==> src/rtl/npu_cube_csa_accum_pkg.sv <==
// npu_cube_acc_pkg: FSM encoding and width-check helpers shared by the carry-save accumulator
package npu_cube_acc_pkg;
    typedef enum logic [1:0] {
        IDLE    = 2'd0,
        ACCUM   = 2'd1,
        RESOLVE = 2'd2,
        OUTPUT  = 2'd3
    } state_t;
    // Sum term plus carry term shifted by one needs two guard bits above bitwidth.
    localparam int ACC_MARGIN = 2;
    function automatic bit width_ok(input int bw, input int aw);
        return aw >= bw + ACC_MARGIN;
    endfunction
endpackage

==> src/rtl/npu_cube_csa_accum_if.sv <==
// npu_cube_csa_accum_if: input beat and output result handshakes; Out_Count exists only with NPU_CUBE_ACC_CNT_EN
interface npu_cube_csa_accum_if #(
    parameter int bitwidth = 8,
    parameter int accwidth = 20,
    parameter int cntwidth = 8
);
    logic                In_Valid;
    logic                In_Ready;
    logic [bitwidth-1:0] In_Sum;
    logic [bitwidth-1:0] In_Carry;
    logic                In_Last;
    logic                Out_Valid;
    logic                Out_Ready;
    logic [accwidth-1:0] Out_Result;
`ifdef NPU_CUBE_ACC_CNT_EN
    logic [cntwidth-1:0] Out_Count;
    modport master(output In_Valid, In_Sum, In_Carry, In_Last, Out_Ready,
                   input In_Ready, Out_Valid, Out_Result, Out_Count);
    modport slave(input In_Valid, In_Sum, In_Carry, In_Last, Out_Ready,
                  output In_Ready, Out_Valid, Out_Result, Out_Count);
`else
    modport master(output In_Valid, In_Sum, In_Carry, In_Last, Out_Ready,
                   input In_Ready, Out_Valid, Out_Result);
    modport slave(input In_Valid, In_Sum, In_Carry, In_Last, Out_Ready,
                  output In_Ready, Out_Valid, Out_Result);
`endif
endinterface

==> src/rtl/npu_cube_csa_accum_csa32.sv <==
// npu_cube_csa32: width-n row of 3:2 full adders; carry is unshifted (bit i weighs 2^(i+1))
module npu_cube_csa32 #(
    parameter int n = 8
) (
    input  logic [n-1:0] a,
    input  logic [n-1:0] b,
    input  logic [n-1:0] c,
    output logic [n-1:0] sum,
    output logic [n-1:0] carry
);
    assign sum   = a ^ b ^ c;
    assign carry = (a & b) | (a & c) | (b & c);
endmodule

==> src/rtl/npu_cube_csa_accum.sv <==
// npu_cube_csa_accum: carry-save group accumulator with one CPA per group; Out_Count gated by NPU_CUBE_ACC_CNT_EN
module npu_cube_csa_accum
    import npu_cube_acc_pkg::*;
#(
    parameter int bitwidth = 8,
    parameter int accwidth = 20,
    parameter int cntwidth = 8
) (
    input  logic clk,
    input  logic rst,
    npu_cube_csa_accum_if.slave bus
);
    state_t              state, state_n;
    logic [accwidth-1:0] acc_s, acc_c, s_term, c_term, r1_s, r1_c, r2_s, r2_c, result;
    logic                accept;

    assign s_term         = accwidth'(bus.In_Sum);
    assign c_term         = accwidth'(bus.In_Carry) << 1;
    assign bus.In_Ready   = !rst && (state == IDLE || state == ACCUM);
    assign bus.Out_Valid  = state == OUTPUT;
    assign bus.Out_Result = result;
    assign accept         = bus.In_Valid && bus.In_Ready;

    npu_cube_csa32 #(.n(accwidth)) row0 (
        .a(acc_s), .b(acc_c), .c(s_term), .sum(r1_s), .carry(r1_c)
    );
    npu_cube_csa32 #(.n(accwidth)) row1 (
        .a(r1_s), .b(r1_c << 1), .c(c_term), .sum(r2_s), .carry(r2_c)
    );

    // next-state: accumulate until Last, one resolve cycle, then hold result until taken
    always_comb begin
        state_n = state;
        case (state)
            IDLE, ACCUM: if (accept) state_n = bus.In_Last ? RESOLVE : ACCUM;
            RESOLVE:     state_n = OUTPUT;
            default:     if (bus.Out_Ready) state_n = IDLE;
        endcase
    end

    // state, redundant accumulator and registered CPA result
    always_ff @(posedge clk) begin
        if (rst) begin
            state  <= IDLE;
            acc_s  <= '0;
            acc_c  <= '0;
            result <= '0;
        end else begin
            state <= state_n;
            if (accept) begin
                acc_s <= r2_s;
                acc_c <= r2_c << 1;
            end else if (state == OUTPUT && bus.Out_Ready) begin
                acc_s <= '0;
                acc_c <= '0;
            end
            if (state == RESOLVE) result <= acc_s + acc_c;
        end
    end

`ifdef NPU_CUBE_ACC_CNT_EN
    logic [cntwidth-1:0] cnt, count;
    assign bus.Out_Count = count;

    // saturating beat counter, restarted by the first beat of each group
    always_ff @(posedge clk) begin
        if (rst) begin
            cnt   <= '0;
            count <= '0;
        end else begin
            if (accept) cnt <= state == IDLE ? cntwidth'(1) : (&cnt ? cnt : cnt + 1'b1);
            else if (state == IDLE) cnt <= '0;
            if (state == RESOLVE) count <= cnt;
        end
    end
`endif
endmodule

==> src/flat_wrapper.sv <==
// flat-port wrapper written by rule: the top's interface ports become plain ports
module npu_cube_csa_accum_flat import npu_cube_acc_pkg::*;
#(
    parameter int bitwidth = 8,
    parameter int accwidth = 20,
    parameter int cntwidth = 8
)
  (clk, rst, bus_In_Valid, bus_In_Sum, bus_In_Carry, bus_In_Last, bus_Out_Ready, bus_In_Ready, bus_Out_Valid, bus_Out_Result);
  npu_cube_csa_accum_if #(.bitwidth(bitwidth), .accwidth(accwidth), .cntwidth(cntwidth)) bus_i ();
  input  logic clk;
  input  logic rst;
  input wire logic [$bits(bus_i.In_Valid)-1:0] bus_In_Valid;
  input wire logic [$bits(bus_i.In_Sum)-1:0] bus_In_Sum;
  input wire logic [$bits(bus_i.In_Carry)-1:0] bus_In_Carry;
  input wire logic [$bits(bus_i.In_Last)-1:0] bus_In_Last;
  input wire logic [$bits(bus_i.Out_Ready)-1:0] bus_Out_Ready;
  output wire logic [$bits(bus_i.In_Ready)-1:0] bus_In_Ready;
  output wire logic [$bits(bus_i.Out_Valid)-1:0] bus_Out_Valid;
  output wire logic [$bits(bus_i.Out_Result)-1:0] bus_Out_Result;
  assign bus_i.In_Valid = bus_In_Valid;
  assign bus_i.In_Sum = bus_In_Sum;
  assign bus_i.In_Carry = bus_In_Carry;
  assign bus_i.In_Last = bus_In_Last;
  assign bus_i.Out_Ready = bus_Out_Ready;
  assign bus_In_Ready = bus_i.In_Ready;
  assign bus_Out_Valid = bus_i.Out_Valid;
  assign bus_Out_Result = bus_i.Out_Result;
  npu_cube_csa_accum #(.bitwidth(bitwidth), .accwidth(accwidth), .cntwidth(cntwidth)) u_core (.clk(clk), .rst(rst), .bus(bus_i));
endmodule
==> config.mk <==
export PLATFORM = sky130hd
export DESIGN_NAME = npu_cube_csa_accum_flat
export DESIGN_NICKNAME = d
export VERILOG_FILES = /design/src/rtl/npu_cube_csa_accum_pkg.sv /design/src/rtl/npu_cube_csa_accum_if.sv /design/src/rtl/npu_cube_csa_accum_csa32.sv /design/src/rtl/npu_cube_csa_accum.sv /design/src/flat_wrapper.sv
export SDC_FILE = /design/constraint.sdc
export NUM_CORES = 1
export LEC_CHECK = 0
export CORE_MARGIN = 3
export CORE_UTILIZATION = 50
export DETAILED_ROUTE_END_ITERATION = 12
export PLACE_DENSITY = 0.77
export SLEW_MARGIN = 20
export SYNTH_ARGS = -nofsm -noshare
export SYNTH_HDL_FRONTEND = slang
export SYNTH_SLANG_ARGS = --single-unit
export TNS_END_PERCENT = 5
==> constraint.sdc <==
create_clock -name clk -period 2.6 [get_ports clk]
set_input_delay 0.52 -clock clk [delete_from_list [all_inputs] [get_ports clk]]
set_output_delay 0.52 -clock clk [all_outputs]
set_load 0.005 [all_outputs]
==> impl_metrics.ini, run 1 <==
[outcome]
status = finished, final reports clean

[timing]
hold_viol = 0
worstMarginPinSlew_ns = 0.6302
rsz0062_at_grt = false
period_needed_ns = 2.433
fmax_ghz = 0.4110
finalClockSkew_ns = 0.008048
max_slew_margin_pct = 56.90
fin_setup_tns_ns = 0
setup_violations = 0
slew_violations = 0
fin_crit_sh_pct = 93.57

[finish]
layout_commonest_cell = nor2_1
n_antenna_cell = 0
mostFrequentLayoutCells = 73 x nor2_1, 60 x dfxtp_1, 46 x inv_1
final_layout_size_suffix_gt1_share_pct = 6.224
final_area_sq_um = 4443
nFillCells = 599
finalNetCount = 552
area_growth_pct = 21.07

[clock_network]
cts_tree = done
cts_buffers = 9
htree_levels = 3
hold_buffers = 0
insertion_delay_ns = 0.33
clock_path_buffers = 2
clkTransAtPathRegs_ns = 0.08
clock_sinks = 60
root_buffer = clkbuf_8

[power]
vdd.ir_drop.worst_uv = 444.6
clock_power_share_pct = 45.6
internal_power_mw = 1.711
pwr-share-comb_pct = 12.0
p_leak_nw = 1.741
sw_frac_of_total_pct = 24.83
power.density_nw_per_um2 = 512.4
seqPwrFrac_pct = 42.5
switchingPower_uw = 565.4

[worst_setup_path]
endpoint_kind = flip-flop
slowest_stage = or4_1
timing.reg2reg.setup_slack_ns = 0.17
cp.required_ns = 2.88
cpPeakStageDelay_ns = 0.42
path_cells = ha_1, inv_1, fa_1, and2b_1, o2111ai_1, a21oi_2, o21ai_1, or4_1, nand3_1
startpoint_type = flip-flop
path_max_fanout = 4
r2r-end = u_core.bus.Out_Result[14]$_SDFFE_PP0P_
reg2regPathDepth = 9
reg2reg_from = u_core.acc_c[2]$_SDFFE_PP0P_
path_class = reg2reg
worstPathArrival_ns = 2.71

[grt]
grt_pass1_wl_um = 14550
grt.total_usage_pct = 21.18
grt_pass1_vias = 3179
grt_overflow_total = 0
antenna_found_initial = 0
grt_start_max_net_pins = 37

[routing]
routed_via_density = 5.495
ant_nets = 0
routed_wl_um = 8479
drc = 0
vias = 3176
drt-initial-drc-count = 161
wl_per_cell_um = 14.67
drtPass1Iterations = 5

[floorplanning]
die_y_um = 91.67
pin_count = 43
die_w_um = 91.67
die_area_sq_um = 8403
start_util_pct = 52.85
num_rows = 30
coreArea_sq_um = 6944

[yosys]
synth-edff-count = 0
synth-async-reset-ratio_pct = 0
synth-seq-cells = 60
yosysSeqAreaShare_pct = 32.73
syn_area_per_cell_sq_um = 8.417
netlist_instances = 436
synth_top_area_cell = dfxtp_1
synth_top_flop_cell = dfxtp_1
synth_nets = 511
synth_cell_types = 43
netlist_area_sq_um = 3670
synth_top_area_share_pct = 32.73
yosysWarnings = 0
ys_top_cells_by_area = dfxtp_1 33%, fa_1 14%, ha_1 9.9%

[min_path]
hold_class = in2reg
holdPathEnd = u_core.state[1]$_SDFFE_PP0P_
holdPathStages = 2
hp-start = rst

[job]
cap_violations = 0

[placement]
gp_congestion = 0.8548
placed_area_sq_um = 4184
dp_hpwl_um = 6188
portBuffers = 42
-- flip-flops by register name (all words and copies together), names as in the netlist --
signal and count:
u_core.acc_s 20, u_core.bus.Out_Result 20, u_core.acc_c 18, u_core.state 2
-- power groups by stage --
stage                     registers, mW  clock network [mW]  logic [mW]
after global placement            0.987                   0       0.267
after global routing              0.971                1.09       0.310
final                             0.967                1.04       0.272
after floorplan                   0.984                   0       0.169
after CTS                         0.968                1.06       0.275
after detailed placement          0.989                   0       0.273
-- worst max-delay path by stage --
stage | endpoint | depth (start not counted) | startpoint
2_1_floorplan | u_core.bus.Out_Result[12]$_SDFFE_PP0P_ | 9 | u_core.acc_c[2]$_SDFFE_PP0P_
3_3_place_gp | u_core.acc_s[2]$_SDFFE_PP0P_ | 7 | bus_In_Sum[2]
3_5_place_dp | u_core.bus.Out_Result[14]$_SDFFE_PP0P_ | 9 | u_core.acc_c[2]$_SDFFE_PP0P_
4_1_cts | u_core.bus.Out_Result[14]$_SDFFE_PP0P_ | 9 | u_core.acc_c[2]$_SDFFE_PP0P_
5_1_grt | u_core.bus.Out_Result[14]$_SDFFE_PP0P_ | 9 | u_core.acc_c[2]$_SDFFE_PP0P_
6_report | u_core.bus.Out_Result[14]$_SDFFE_PP0P_ | 9 | u_core.acc_c[2]$_SDFFE_PP0P_
-- critical path, delay by kind of cell (launching register included) --
kind | cells | cell delay [ns]
buf+inv | 1 | 0.06
compound gates | 3 | 0.59
simple gates | 3 | 0.75
flops | 1 | 0.40
fa+ha+maj | 2 | 0.59
-- cell type report --
type | instances | area, sq um | area share, %
clock buffers | 9 | 123.9 | 2.788
clock inverters | 7 | 123.9 | 2.788
inverters | 46 | 172.7 | 3.886
multi-input cells | 309 | 2218 | 49.93
flip-flops and latches | 60 | 1201 | 27.03
well taps | 96 | 120.1 | 2.703
repair buffers | 51 | 483.0 | 10.87
-- kinds of logic after synthesis --
logic type | Yosys count | synth area share (%)
fa+ha+maj | 54 | 23.53
mux | 1 | 0.2728
buf+inv | 67 | 7.024
flops | 60 | 32.73
compound gates | 100 | 17.35
simple gates | 145 | 16.95
xor+xnor | 9 | 2.148
-- cells in the mapped netlist (2+ instances only) --
master and count:
nor2b_1 3, a211oi_1 6, nand3_1 10, buf_2 4, a31oi_1 4, o31ai_1 2, nor3_1 6, o21ai_0 14
a21o_1 3, ha_1 29, or3_1 2, buf_1 3, inv_1 46, xnor2_1 6, a22oi_1 21, nor2_1 73
clkbuf_1 13, dfxtp_1 60, and2_1 2, nand2_1 35, xor2_1 3, or4_1 2, a21oi_1 35, fa_1 25
o211ai_1 4, nand4_1 5, and3_1 4
-- metal layers --
layer | wire length (um) | vias up | global-route usage [%] | part of all wire, %
met3 | 486 | 17 | 4.676 | 5.7
met5 | 0 | - | 0 | 0
li1 | - | 1545 | - | -
met1 | 3740 | 1507 | 27.14 | 44
met2 | 4070 | 107 | 34.94 | 48
met4 | 182 | 0 | 7.915 | 2.1
-- repair_timing --
action	in CTS	in global routing
gates resized for setup	0	1
setup buffers	0	1
endpoints found under the hold margin	0	0
endpoints found under the setup margin	0	3
-- through the flow --
stage               instances  hold WS [ns]  worst slack [ns]  total power [mW]  util [%]
floorplan                 436        0.4482            0.4074             1.152         -
global placement          561        0.4418            0.2156             1.254     60.25
detailed placement        561        0.4542            0.1556             1.262     60.25
CTS                       577        0.4011            0.1087             2.298     63.82
global route              578        0.4120          0.004149             2.375     63.98
finish                    578        0.4055            0.1671             2.277     63.98
(Power assumes the default switching activity.)
==> inputs of run 2 (changes only) <==
--- a/config.mk
+++ b/config.mk
@@ -5,10 +5,12 @@
 export SDC_FILE = /design/constraint.sdc
 export NUM_CORES = 1
 export LEC_CHECK = 0
+export CELL_PAD_IN_SITES_DETAIL_PLACEMENT = 0
+export CELL_PAD_IN_SITES_GLOBAL_PLACEMENT = 1
 export CORE_MARGIN = 3
-export CORE_UTILIZATION = 50
+export CORE_UTILIZATION = 42
 export DETAILED_ROUTE_END_ITERATION = 12
-export PLACE_DENSITY = 0.77
+export PLACE_DENSITY = 0.83
 export SLEW_MARGIN = 20
 export SYNTH_ARGS = -nofsm -noshare
 export SYNTH_HDL_FRONTEND = slang
==> run 2 against run 1 <==
Net effect: clock skew rose by 0.0026 ns; cell area fell by 1.1%; die area rose by 18%; maximum frequency rose by 3.7%; sequential share of layout area rose by 0.29 points; hold slack improved by 0.054 ns.
==> impl_metrics.ini, run 2 (synthesized netlist as in run 1, its figures left out) <==
[floorplanning]
pin_count = 43
coreArea_sq_um = 8341
die_area_sq_um = 9895
die_y_um = 99.48
num_rows = 33
die_w_um = 99.48
start_util_pct = 44.00

[clock_network]
post_cts_buffers = 0
cts_tree = done
cts_resized = 0
clkTransAtPathRegs_ns = 0.07
htree_levels = 3
cts_buffers = 9
clock_path_buffers = 2
clock_sinks = 60
hold_buffers = 0
root_buffer = clkbuf_8
insertion_delay_ns = 0.34

[worst_setup_path]
reg2regPathDepth = 9
cp.required_ns = 2.88
startpoint_type = flip-flop
path_class = reg2reg
worstPathArrival_ns = 2.63
endpoint_kind = flip-flop
path_max_fanout = 4

[finish]
finalNetCount = 552
final_layout_size_suffix_gt1_share_pct = 6.224
mostFrequentLayoutCells = 73 x nor2_1, 60 x dfxtp_1, 46 x inv_1
area_growth_pct = 19.78
layoutNonFillerInstCount = 587
fin_util_pct = 52.70
n_antenna_cell = 0
layout_commonest_cell = nor2_1

[timing]
fmax_ghz = 0.4264
setup_violations = 0
worstMarginPinSlew_ns = 0.6465
slew_violations = 0
max_slew_margin_pct = 55.78
finalClockSkew_ns = 0.01064
fin_setup_tns_ns = 0
fin_crit_sh_pct = 90.21
holdWs_ns = 0.4598
period_needed_ns = 2.345
rsz0062_at_grt = false
hold_viol = 0

[routing]
routed_wl_um = 8688
ant_nets = 0
drt-initial-drc-count = 126
routed_via_density = 5.404
drtPass1Iterations = 5
vias = 3172
drc = 0
wl_per_cell_um = 14.80

[grt]
grt_pass1_vias = 3148
grt.total_usage_pct = 18.59
grt_overflow_total = 0
grt_pass1_wl_um = 14860
grt_start_max_net_pins = 56
antenna_found_initial = 0

[min_path]
hold_class = reg2reg
holdPathStages = 2

[power]
vdd.ir_drop.worst_uv = 268.3
p_total_mw = 2.047
p_leak_nw = 1.722
power.density_nw_per_um2 = 465.7

[outcome]
status = finished, final reports clean

[placement]
portBuffers = 42
gp_congestion = 0.8769
dp_hpwl_um = 6254
place_inst = 571

[job]
cap_violations = 0
[run 2: layout make-up]
class	instances	area, sq um
repair buffers	51	483.0
inverters	46	172.7
fillers	802	3945
flip-flops and latches	60	1201
clock buffers	10	127.6
clock inverters	6	55.05
well taps	105	131.4
multi-input cells	309	2225
[run 2: path summary, 6_finish.rpt]
| check | from | end | slack [ns] |
|---|---|---|---|
| hold reg to reg | u_core.bus.Out_Result[2]$_SDFFE_PP0P_ | u_core.bus.Out_Result[2]$_SDFFE_PP0P_ | 0.46 |
| setup reg to reg | u_core.acc_c[2]$_SDFFE_PP0P_ | u_core.bus.Out_Result[12]$_SDFFE_PP0P_ | 0.25 |
| setup / recovery | u_core.acc_c[2]$_SDFFE_PP0P_ | u_core.bus.Out_Result[12]$_SDFFE_PP0P_ | 0.25 |
| hold / removal | u_core.bus.Out_Result[2]$_SDFFE_PP0P_ | u_core.bus.Out_Result[2]$_SDFFE_PP0P_ | 0.46 |
[run 2: through the flow]
step / setup WS, ns / instance area (sq um)
6_report: 0.2545 / 4395
5_1_grt: 0.04066 / 4395
4_1_cts: 0.1363 / 4385
3_5_place_dp: 0.1741 / 4203
3_3_place_gp: 0.1946 / 4203
2_1_floorplan: 0.4074 / 3670
[run 2: metal layers]
metal | part of all wire, % | global-route usage, % | routed length, um
met3 | 6.0 | 4.208 | 523
met1 | 46 | 24.76 | 3978
met5 | 0 | 0 | 0
met4 | 2.0 | 6.723 | 170
met2 | 46 | 29.65 | 4016
[run 2: critical path: stages (launching register included)]
cell and delay, ns:
dfxtp_1 0.38, ha_1 0.19, inv_1 0.06, fa_1 0.38
and2b_1 0.26, o2111ai_2 0.18, a21oi_2 0.21, o21ai_1 0.13
or4_1 0.42, nand3_1 0.09
[run 2: where the power goes]
part / switching [mW] / internal (mW)
logic: 0.150 / 0.124
clock network: 0.371 / 0.434
registers: 0.0231 / 0.945
total: 0.544 / 1.50
